===== src/rtl/serial_addsub_pkg.sv =====
// Shared types and constants for the bit-serial adder/subtractor.
// Optional build macro used by the top: SERIAL_ADDSUB_SAT_EN.
package serial_addsub_pkg;

  // Controller states: accepting operands, shifting bits, presenting result
  typedef enum logic [1:0] {
    IDLE = 2'd0,
    RUN  = 2'd1,
    DONE = 2'd2
  } state_t;

  // Encoding of the mode input
  localparam logic MODE_ADD = 1'b0;
  localparam logic MODE_SUB = 1'b1;

endpackage


===== src/rtl/serial_addsub_fa.sv =====
// One-bit combinational full adder, the only arithmetic cell of the serial datapath.
module serial_fa
  import serial_addsub_pkg::*;
(
  input  logic i_a,
  input  logic i_b,
  input  logic i_cin,
  output logic o_s,
  output logic o_cout
);

  // Sum and carry of the three input bits
  always_comb begin
    o_s    = i_a ^ i_b ^ i_cin;
    o_cout = (i_a & i_b) | (i_a & i_cin) | (i_b & i_cin);
  end

endmodule


===== src/rtl/serial_addsub.sv =====
// Bit-serial, LSB-first two's-complement adder/subtractor with valid/ready
// handshakes. One full-adder cell processes one bit per clock.
// Build option: define SERIAL_ADDSUB_SAT_EN to saturate the result on signed
// overflow (toward the sign of operand A); otherwise the result wraps.
module serial_addsub
  import serial_addsub_pkg::*;
#(
  parameter int WIDTH = 4,
  parameter int CNT_W = $clog2(WIDTH)
) (
  input  logic             clk,
  input  logic             rst_n,
  input  logic             in_valid,
  output logic             in_ready,
  input  logic             mode,
  input  logic [WIDTH-1:0] operand_a,
  input  logic [WIDTH-1:0] operand_b,
  output logic             out_valid,
  input  logic             out_ready,
  output logic [WIDTH-1:0] result,
  output logic             overflow,
  output logic             carry_out
);

  state_t r_state;
  state_t w_nextState;

  logic [WIDTH-1:0] r_aShift;
  logic [WIDTH-1:0] r_bShift;
  logic [WIDTH-2:0] r_sumShift;
  logic [WIDTH-1:0] r_result;
  logic             r_carry;
  logic             r_overflow;
  logic             r_carryOut;
  logic [CNT_W-1:0] r_cnt;

  logic             w_sum;
  logic             w_cout;
  logic             w_inReady;
  logic             w_outValid;
  logic             w_accept;
  logic             w_lastBit;
  logic             w_rawOverflow;
  logic [WIDTH-1:0] w_sumNext;
  logic [WIDTH-1:0] w_finalResult;

  // The single full-adder cell, fed by the low bits of the operand shifters
  serial_fa u_fa (
    .i_a    (r_aShift[0]),
    .i_b    (r_bShift[0]),
    .i_cin  (r_carry),
    .o_s    (w_sum),
    .o_cout (w_cout)
  );

  assign w_accept      = in_valid & w_inReady;
  assign w_lastBit     = (r_state == RUN) && (r_cnt == CNT_W'(WIDTH - 1));
  assign w_sumNext     = {w_sum, r_sumShift};
  assign w_rawOverflow = r_carry ^ w_cout;

  // On the MSB cycle r_aShift[0] holds the sign bit of operand A
`ifdef SERIAL_ADDSUB_SAT_EN
  // Clamp toward the sign of A when the true result does not fit
  always_comb begin
    w_finalResult = w_sumNext;
    if (w_rawOverflow) begin
      w_finalResult = r_aShift[0] ? {1'b1, {(WIDTH-1){1'b0}}}
                                  : {1'b0, {(WIDTH-1){1'b1}}};
    end
  end
`else
  // Plain modulo-2^WIDTH result
  always_comb begin
    w_finalResult = w_sumNext;
  end
`endif

  // State register; reset aborts any transaction in flight
  always_ff @(posedge clk or negedge rst_n) begin
    if (!rst_n) begin
      r_state <= IDLE;
    end else begin
      r_state <= w_nextState;
    end
  end

  // Next-state and handshake outputs, which depend on state only
  always_comb begin
    w_nextState = r_state;
    w_inReady   = 1'b0;
    w_outValid  = 1'b0;
    case (r_state)
      IDLE: begin
        w_inReady = 1'b1;
        if (in_valid) begin
          w_nextState = RUN;
        end
      end
      RUN: begin
        if (w_lastBit) begin
          w_nextState = DONE;
        end
      end
      DONE: begin
        w_outValid = 1'b1;
        if (out_ready) begin
          w_nextState = IDLE;
        end
      end
      default: begin
        w_nextState = IDLE;
      end
    endcase
  end

  // Operand capture, bit-serial shifting and final result/flag registration
  always_ff @(posedge clk or negedge rst_n) begin
    if (!rst_n) begin
      r_aShift   <= '0;
      r_bShift   <= '0;
      r_sumShift <= '0;
      r_carry    <= 1'b0;
      r_cnt      <= '0;
      r_result   <= '0;
      r_overflow <= 1'b0;
      r_carryOut <= 1'b0;
    end else if (w_accept) begin
      r_aShift   <= operand_a;
      r_bShift   <= (mode == MODE_SUB) ? ~operand_b : operand_b;
      r_carry    <= (mode != MODE_ADD);
      r_sumShift <= '0;
      r_cnt      <= '0;
    end else if (r_state == RUN) begin
      r_aShift   <= r_aShift >> 1;
      r_bShift   <= r_bShift >> 1;
      r_sumShift <= w_sumNext[WIDTH-1:1];
      r_carry    <= w_cout;
      r_cnt      <= r_cnt + 1'b1;
      if (w_lastBit) begin
        r_result   <= w_finalResult;
        r_overflow <= w_rawOverflow;
        r_carryOut <= w_cout;
      end
    end
  end

  assign in_ready  = w_inReady;
  assign out_valid = w_outValid;
  assign result    = r_result;
  assign overflow  = r_overflow;
  assign carry_out = r_carryOut;

endmodule


===== config.mk =====
export PLATFORM = sky130hd
export DESIGN_NAME = serial_addsub
export DESIGN_NICKNAME = d
export VERILOG_FILES = /design/src/rtl/serial_addsub_pkg.sv /design/src/rtl/serial_addsub_fa.sv /design/src/rtl/serial_addsub.sv
export SDC_FILE = /design/constraint.sdc
export NUM_CORES = 1
export LEC_CHECK = 0
export CAP_MARGIN = 5
export CORE_MARGIN = 2
export CORE_UTILIZATION = 49
export CTS_CLUSTER_DIAMETER = 120
export DETAILED_ROUTE_END_ITERATION = 10
export PLACE_DENSITY = 0.87
export SYNTH_ARGS = -nofsm -noshare
export SYNTH_HDL_FRONTEND = slang
export SYNTH_SLANG_ARGS = --single-unit

===== constraint.sdc =====
create_clock -name clk -period 1.82 [get_ports clk]
set_input_delay 0.364 -clock clk [delete_from_list [all_inputs] [get_ports clk]]
set_output_delay 0.364 -clock clk [all_outputs]
set_load 0.02 [all_outputs]

==> results of run 1 <==
## final cells by class
cell class                      instances  area [µm²]  area share [%]
Clock buffer                            3        22.5            1.82
Inverter                                1        3.75           0.303
Timing Repair Buffer                   23         220            17.8
Tap cell                               27        33.8            2.73
Multi-Input combinational cell         65         407            32.9
Sequential cell                        22         551            44.5
## worst reg2reg max path: cells and delay by family (launching register included)
family,cells,cell delay [ps]
flops,1,410
fa+ha+maj,1,210
simple gates,1,290
mux,1,380
## cell usage in the layout, fill, tap and decap left out, drive strengths merged
| master | synthesis | final |
|---|---|---|
| clkdlybuf4s50 | 0 | 18 |
| ha | 1 | 1 |
| fa | 1 | 1 |
| buf | 4 | 3 |
| clkbuf | 1 | 3 |
| nor3b | 1 | 1 |
| nor2 | 4 | 4 |
| xor2 | 2 | 2 |
| a221o | 1 | 1 |
| a22oi | 4 | 4 |
| nor2b | 1 | 1 |
| inv | 1 | 1 |
| or3b | 1 | 1 |
| nand3 | 6 | 6 |
| o21ai | 5 | 5 |
| dfrtp | 22 | 22 |
| nand3b | 1 | 1 |
| mux2 | 5 | 5 |
| nand2 | 24 | 24 |
| dlygate4sd2 | 0 | 2 |
| o21bai | 1 | 1 |
| a31oi | 2 | 2 |
| xnor2 | 3 | 3 |
| nand2b | 2 | 2 |
## routing by layer
metal / share of wire, % / global-route usage, %
met1: 42 / 20.1
met4: 2.1 / 5.71
met3: 4.4 / 2.76
met2: 51 / 25.2
met5: 0 / 0
## kinds of logic after synthesis
logic type	Yosys count
AOI/OAI and AO/OA	13
xor gates and xnor gates	5
adders and majority gates	2
buffers and inverters	6
DFF	22
muxes	5
and+or+nand+nor	40
## power groups by stage
stage               Sequential [mW]  Clock (mW)  Combinational (mW)
floorplan                     0.908           0               0.617
global placement              0.861           0               0.923
detailed placement            0.871           0               0.964
CTS                           0.861       0.217               0.955
global route                  0.896       0.231                1.05
finish                        0.860       0.210               0.945
## repair_timing
action / CTS / global route
hold buffers: 0 / 0
endpoints found under the setup margin: 2 / 0
gates resized for setup: 2 / 0
## registers in the layout, indices dropped and copies added (netlist names)
signal,count
carry_out,1
r_state,2
r_aShift,4
r_carry,1
result,4
r_sumShift,3
overflow,1
r_bShift,4
r_cnt,2
## metrics by stage
stage / power [mW] / utilization [%] / setup WS (ps) / instances
after floorplan: 1.53 / - / 554 / 93
after global placement: 1.78 / 62.7 / 208 / 138
after detailed placement: 1.84 / 62.7 / 171 / 138
after CTS: 2.03 / 63.7 / 129 / 141
after global routing: 2.18 / 63.7 / 49.4 / 141
final: 2.01 / 63.7 / 138 / 141
## cell usage after synthesis
library cell  count  area [µm²]
xor2_1            2        17.5
buf_2             2        10.0
nand2_1          24        90.1
o21bai_1          1        7.51
nand2b_1          2        12.5
nand3b_1          1        7.51
buf_6             2        22.5
or3b_4            1        11.3
o21ai_0           4        20.0
inv_1             1        3.75
nor2b_1           1        6.26
dfrtp_1          22         551
nor2_1            4        15.0
nand3_2           1        10.0
o21ai_2           1        8.76
mux2_2            5        56.3
nor3b_1           1        7.51
nand3_1           5        25.0
a22oi_1           4        30.0
a221o_1           1        10.0
a31oi_1           2        12.5
clkbuf_1          1        3.75
ha_1              1        12.5
xnor2_1           3        26.3
fa_1              1        20.0
## worst max-delay path by stage
stage,start,end,slack (ps)
2_1_floorplan,r_cnt[0]$_DFFE_PN0P_,carry_out$_DFFE_PN0P_,550
3_3_place_gp,in_valid,r_bShift[0]$_DFFE_PN0P_,210
3_5_place_dp,in_valid,r_bShift[2]$_DFFE_PN0P_,170
4_1_cts,r_state[0]$_DFFE_PN0P_,out_valid,130
5_1_grt,r_state[0]$_DFFE_PN0P_,out_valid,50
6_report,r_state[0]$_DFFE_PN0P_,out_valid,140
==> impl_metrics.csv, run 1 <==
group,metric,value,unit
worst_setup_path,r2r_cells,3,
yosys,synth-seq-cells,22,
place,placed_area,0.00122,mm²
sta,finalSetupTns,0,ps
worst_setup_path,timing.rr.start,"r_cnt[0]$_DFFE_PN0P_",
drt,via_count,732,
worst_setup_path,rr_endpoint,"result[3]$_DFFE_PN0P_",
floorplan,row_count,16,
clocking,clk_pin_slew,110,ps
yosys,synth-compound-area-share,8.91,%
yosys,ys_warn_count,0,
final_layout,fillerInstances,164,
final_layout,fin_area,0.00124,mm²
clocking,cts_setup_buffers,0,
worst_setup_path,crit_buf_inv,2,
clocking,cts-buffers-inserted,3,
floorplan,io_pins,21,
clocking,tritoncts,"built",
sta,rsz0062_at_grt,"false",
power_and_ir_drop,pwr-share-seq,42.7,%
drt,ant_nets,0,
clocking,numClockSinks,22,
drt,drc_errors,0,
floorplan,die_area,0.00241,mm²
clocking,htree_levels,1,
final_layout,area_delta_synth_final,24.1,%
power_and_ir_drop,p_int,1.23,mW
place,io_buffers,20,
floorplan,dieHeight,49.1,µm
sta,fin_crit,1680,ps
sta,finalMaxSlewViolations,0,
power_and_ir_drop,ir_worst_vdd,0.000995,V
yosys,yosysSeqAreaShare,55.2,%
worst_setup_path,start_kind,"flop",
sta,clock.fmax,0.595,GHz
sta,skew,1.67,ps
drt,drtPass1Iterations,5,
grt,grt_pass1_vias,664,
place,routabilityCongestion,0.769,
yosys,synth_area_per_cell,10.7,µm²
floorplan,die_x,49.1,µm
worst_setup_path,critPathKind,"flop to primary output",
run,cap_viol_max_count,0,
yosys,synth_nets,108,
sta,finalSetupViolations,0,
yosys,synth_top_family_by_area,"simple AND/OR/NAND/NOR gates",
worst_setup_path,crit_slowest_cell,"dfrtp_1",
worst_setup_path,worstPathArrival,1320,ps
power_and_ir_drop,p_leak,0.581,nW
drt,avgViaCountPerCell,5.19,
clocking,cts_root_buf,"clkbuf_4",
sta,worst_pin_slew,456,ps
sta,timing.final.hold_violations,0,
final_layout,drive_gt1_share,12.3,%
floorplan,initial_utilization,51.4,%
sta,min_period_over_period,92.4,%
drt,drtIter0Drc,11,
sta,whs,405,ps
yosys,synth_area,997,µm²
yosys,synth_cell_type_count,25,
clocking,cts_max_path_buffers,2,
worst_setup_path,cp_max_fo,8,
yosys,synthMuxAreaShare,5.65,%
grt,grt-ovfl-total,0,
power_and_ir_drop,powerDensity,1630,mW/mm²
grt,antenna_found_initial,0,
place,dp_hpwl,1260,µm
final_layout,finalNetCount,131,
grt,grt_max_degree,23,
floorplan,core,0.00194,mm²
yosys,synthCells,93,
final_layout,diodes,0,
yosys,synth_xor_area_share,4.39,%
power_and_ir_drop,pwr-share-comb,46.9,%
worst_setup_path,crit_chain,"nand2b_1 > inv_1 > dlygate4sd2_1",
worst_setup_path,worstSetupPathDepth,3,
yosys,synth_fa_ha_area_share,3.26,%
drt,wire_per_inst,12.0,µm
drt,routed_wl,1690,µm
run_status,status,"completed",
yosys,synth-simple-area-share,18.6,%
grt,track_usage,15.3,%
sta,max-slew-margin-rel,69.6,%
worst_setup_path,crit_required,1460,ps
worst_setup_path,crit_path_end_kind,"primary output",
power_and_ir_drop,switchingPower,782,µW
power_and_ir_drop,pwr-share-clk,10.4,%
worst_setup_path,critPathTopFamily,"flip-flops",
clocking,clkLatencyLatePin,300,ps
grt,grt_pass1_wl,2800,µm
min_path,hold_class,"primary input to async pin",
power_and_ir_drop,switching_share,38.8,%
worst_setup_path,reg2reg_slack,420,ps
worst_setup_path,max_stage_delay,460,ps
No activity file was read; power rests on OpenSTA's default activity.
==> run 2, diff against run 1 <==
--- a/config.mk
+++ b/config.mk
@@ -6,11 +6,13 @@
 export NUM_CORES = 1
 export LEC_CHECK = 0
 export CAP_MARGIN = 5
+export CORE_ASPECT_RATIO = 1.5
 export CORE_MARGIN = 2
-export CORE_UTILIZATION = 49
+export CORE_UTILIZATION = 45
 export CTS_CLUSTER_DIAMETER = 120
 export DETAILED_ROUTE_END_ITERATION = 10
-export PLACE_DENSITY = 0.87
+export PLACE_DENSITY = 0.82
 export SYNTH_ARGS = -nofsm -noshare
 export SYNTH_HDL_FRONTEND = slang
 export SYNTH_SLANG_ARGS = --single-unit
+export TNS_END_PERCENT = 1
==> run 2 against run 1 <==
Compared with the run above:
- worst hold slack got worse by 21 ps
- final area is 2.5% higher
- clock-buffer cell count is the same
- critical endpoint unchanged
- largest cell class unchanged
==> impl_metrics.csv, run 2 (same netlist as run 1, synthesis figures left out) <==
group,metric,value,unit
place,pre_cts_ws,170,ps
sta,worst_pin_slew,501,ps
grt,grt-ovfl-total,0,
final_layout,fillerInstances,172,
sta,finalMaxSlewViolations,0,
sta,setup_ws,126,ps
worst_setup_path,crit_chain,"nand2b_1 > inv_1 > dlygate4sd2_1",
power_and_ir_drop,p_leak,0.600,nW
sta,min_period_over_period,93.1,%
clocking,tritoncts,"built",
drt,ant_nets,0,
worst_setup_path,r2r_cells,3,
power_and_ir_drop,ir_worst_vdd,0.000957,V
place,dp_hpwl,1320,µm
sta,finalSetupViolations,0,
drt,wire_per_inst,12.9,µm
worst_setup_path,reg2reg_slack,450,ps
worst_setup_path,crit_path_end_kind,"primary output",
clocking,numClockSinks,22,
worst_setup_path,timing.rr.start,"r_cnt[0]$_DFFE_PN0P_",
final_layout,area_delta_synth_final,27.2,%
final_layout,drive_gt1_share,13.8,%
grt,grt_max_degree,23,
place,io_buffers,20,
drt,avgViaCountPerCell,5.31,
worst_setup_path,crit_required,1460,ps
sta,clock.fmax,0.590,GHz
worst_setup_path,rr_endpoint,"result[0]$_DFFE_PN0P_",
grt,grt_pass1_vias,674,
run_status,status,"completed",
place,routabilityCongestion,0.778,
floorplan,die_x,42.4,µm
worst_setup_path,critPathKind,"flop to primary output",
worst_setup_path,start_kind,"flop",
drt,via_count,733,
min_path,hold_class,"primary input to async pin",
sta,timing.final.hold_violations,0,
sta,skew,7.49,ps
final_layout,diodes,0,
floorplan,initial_utilization,48.6,%
final_layout,final_common_cell,"nand2_1",
drt,drtPass1Iterations,4,
sta,fin_crit,1690,ps
sta,max-slew-margin-rel,66.5,%
clocking,holdBufCountCts,0,
final_layout,fin_area,0.00127,mm²
drt,drtIter0Drc,19,
clocking,cts-buffers-inserted,3,
worst_setup_path,crit_slowest_cell,"dfrtp_1",
place,placed_area,0.00122,mm²
clocking,htree_levels,1,
sta,finalSetupTns,0,ps
power_and_ir_drop,powerDensity,1710,mW/mm²
clocking,clk_pin_slew,120,ps
grt,antenna_found_initial,0,
worst_setup_path,worstPathArrival,1330,ps
drt,drc_errors,0,
drt,routed_wl,1780,µm
power_and_ir_drop,p_total,2.17,mW
floorplan,core,0.00205,mm²
worst_setup_path,cp_max_fo,8,
sta,rsz0062_at_grt,"false",
floorplan,row_count,20,
grt,grt_pass1_wl,2950,µm
final_layout,finalNetCount,132,
clocking,clkLatencyLatePin,320,ps
clocking,cts_max_path_buffers,2,
floorplan,dieHeight,61.7,µm
floorplan,die_area,0.00262,mm²
clocking,cts_root_buf,"clkbuf_4",
worst_setup_path,max_stage_delay,460,ps
final_layout,layout_common_cells,"24 x nand2_1, 22 x dfrtp_1, 18 x clkdlybuf4s50_1",
floorplan,io_pins,21,
grt,track_usage,15.9,%
run,cap_viol_max_count,0,
==> run 2: worst max-delay path by stage <==
stage                            from                       to  slack (ps)  cells after the start
2_1_floorplan    r_cnt[0]$_DFFE_PN0P_    carry_out$_DFFE_PN0P_         550                      3
5_1_grt        r_state[0]$_DFFE_PN0P_                out_valid          30                      3
3_5_place_dp                 in_valid  r_bShift[2]$_DFFE_PN0P_         170                      4
3_3_place_gp                 in_valid  r_bShift[0]$_DFFE_PN0P_         210                      4
4_1_cts        r_state[0]$_DFFE_PN0P_                out_valid         120                      3
6_report       r_state[0]$_DFFE_PN0P_                out_valid         130                      3
==> run 2: area by class of cell <==
class	count	area (µm²)	share of cell area [%]
Clock buffer	3	22.5	1.78
Clock inverter	1	30.0	2.37
Inverter	1	3.75	0.296
Multi-Input combinational cell	65	407	32.1
Sequential cell	22	551	43.4
Tap cell	22	27.5	2.17
Timing Repair Buffer	24	228	17.9
==> run 2: critical path, delay by kind of cell (launching register included) <==
family,cells,cell delay [ps]
flip-flops,1,460
buffers and inverters,2,380
AND/OR/NAND/NOR,1,180
==> run 2: metal layers <==
| metal | global-route usage, % | wire length [µm] | part of all wire [%] | up-vias |
|---|---|---|---|---|
| met5 | 0 | 0 | 0 | - |
| met4 | 14.7 | 73 | 4.1 | 0 |
| met3 | 1.76 | 89 | 5.0 | 5 |
| met2 | 25.9 | 893 | 50 | 27 |
| met1 | 18.3 | 724 | 41 | 341 |
| li1 | - | - | - | 360 |
==> run 2: timing repair <==
item                       in CTS  in global routing
gates resized for setup         2                  0
buffers inserted                0                  0
setup endpoints to repair       2                  0
==> run 2: report_power, final <==
part           leakage, nW  internal (mW)  switching, mW
sequential           0.279          0.710          0.155
combinational        0.293          0.444          0.488
clock               0.0279          0.223          0.151
==> run 2: stage by stage <==
step | hold WS [ps] | util (%) | instances
finish | 384 | 61.8 | 138
global route | 398 | 61.8 | 138
CTS | 389 | 61.8 | 138
detailed placement | 467 | 59.4 | 134
global placement | 461 | 59.4 | 134
floorplan | 68.4 | - | 93
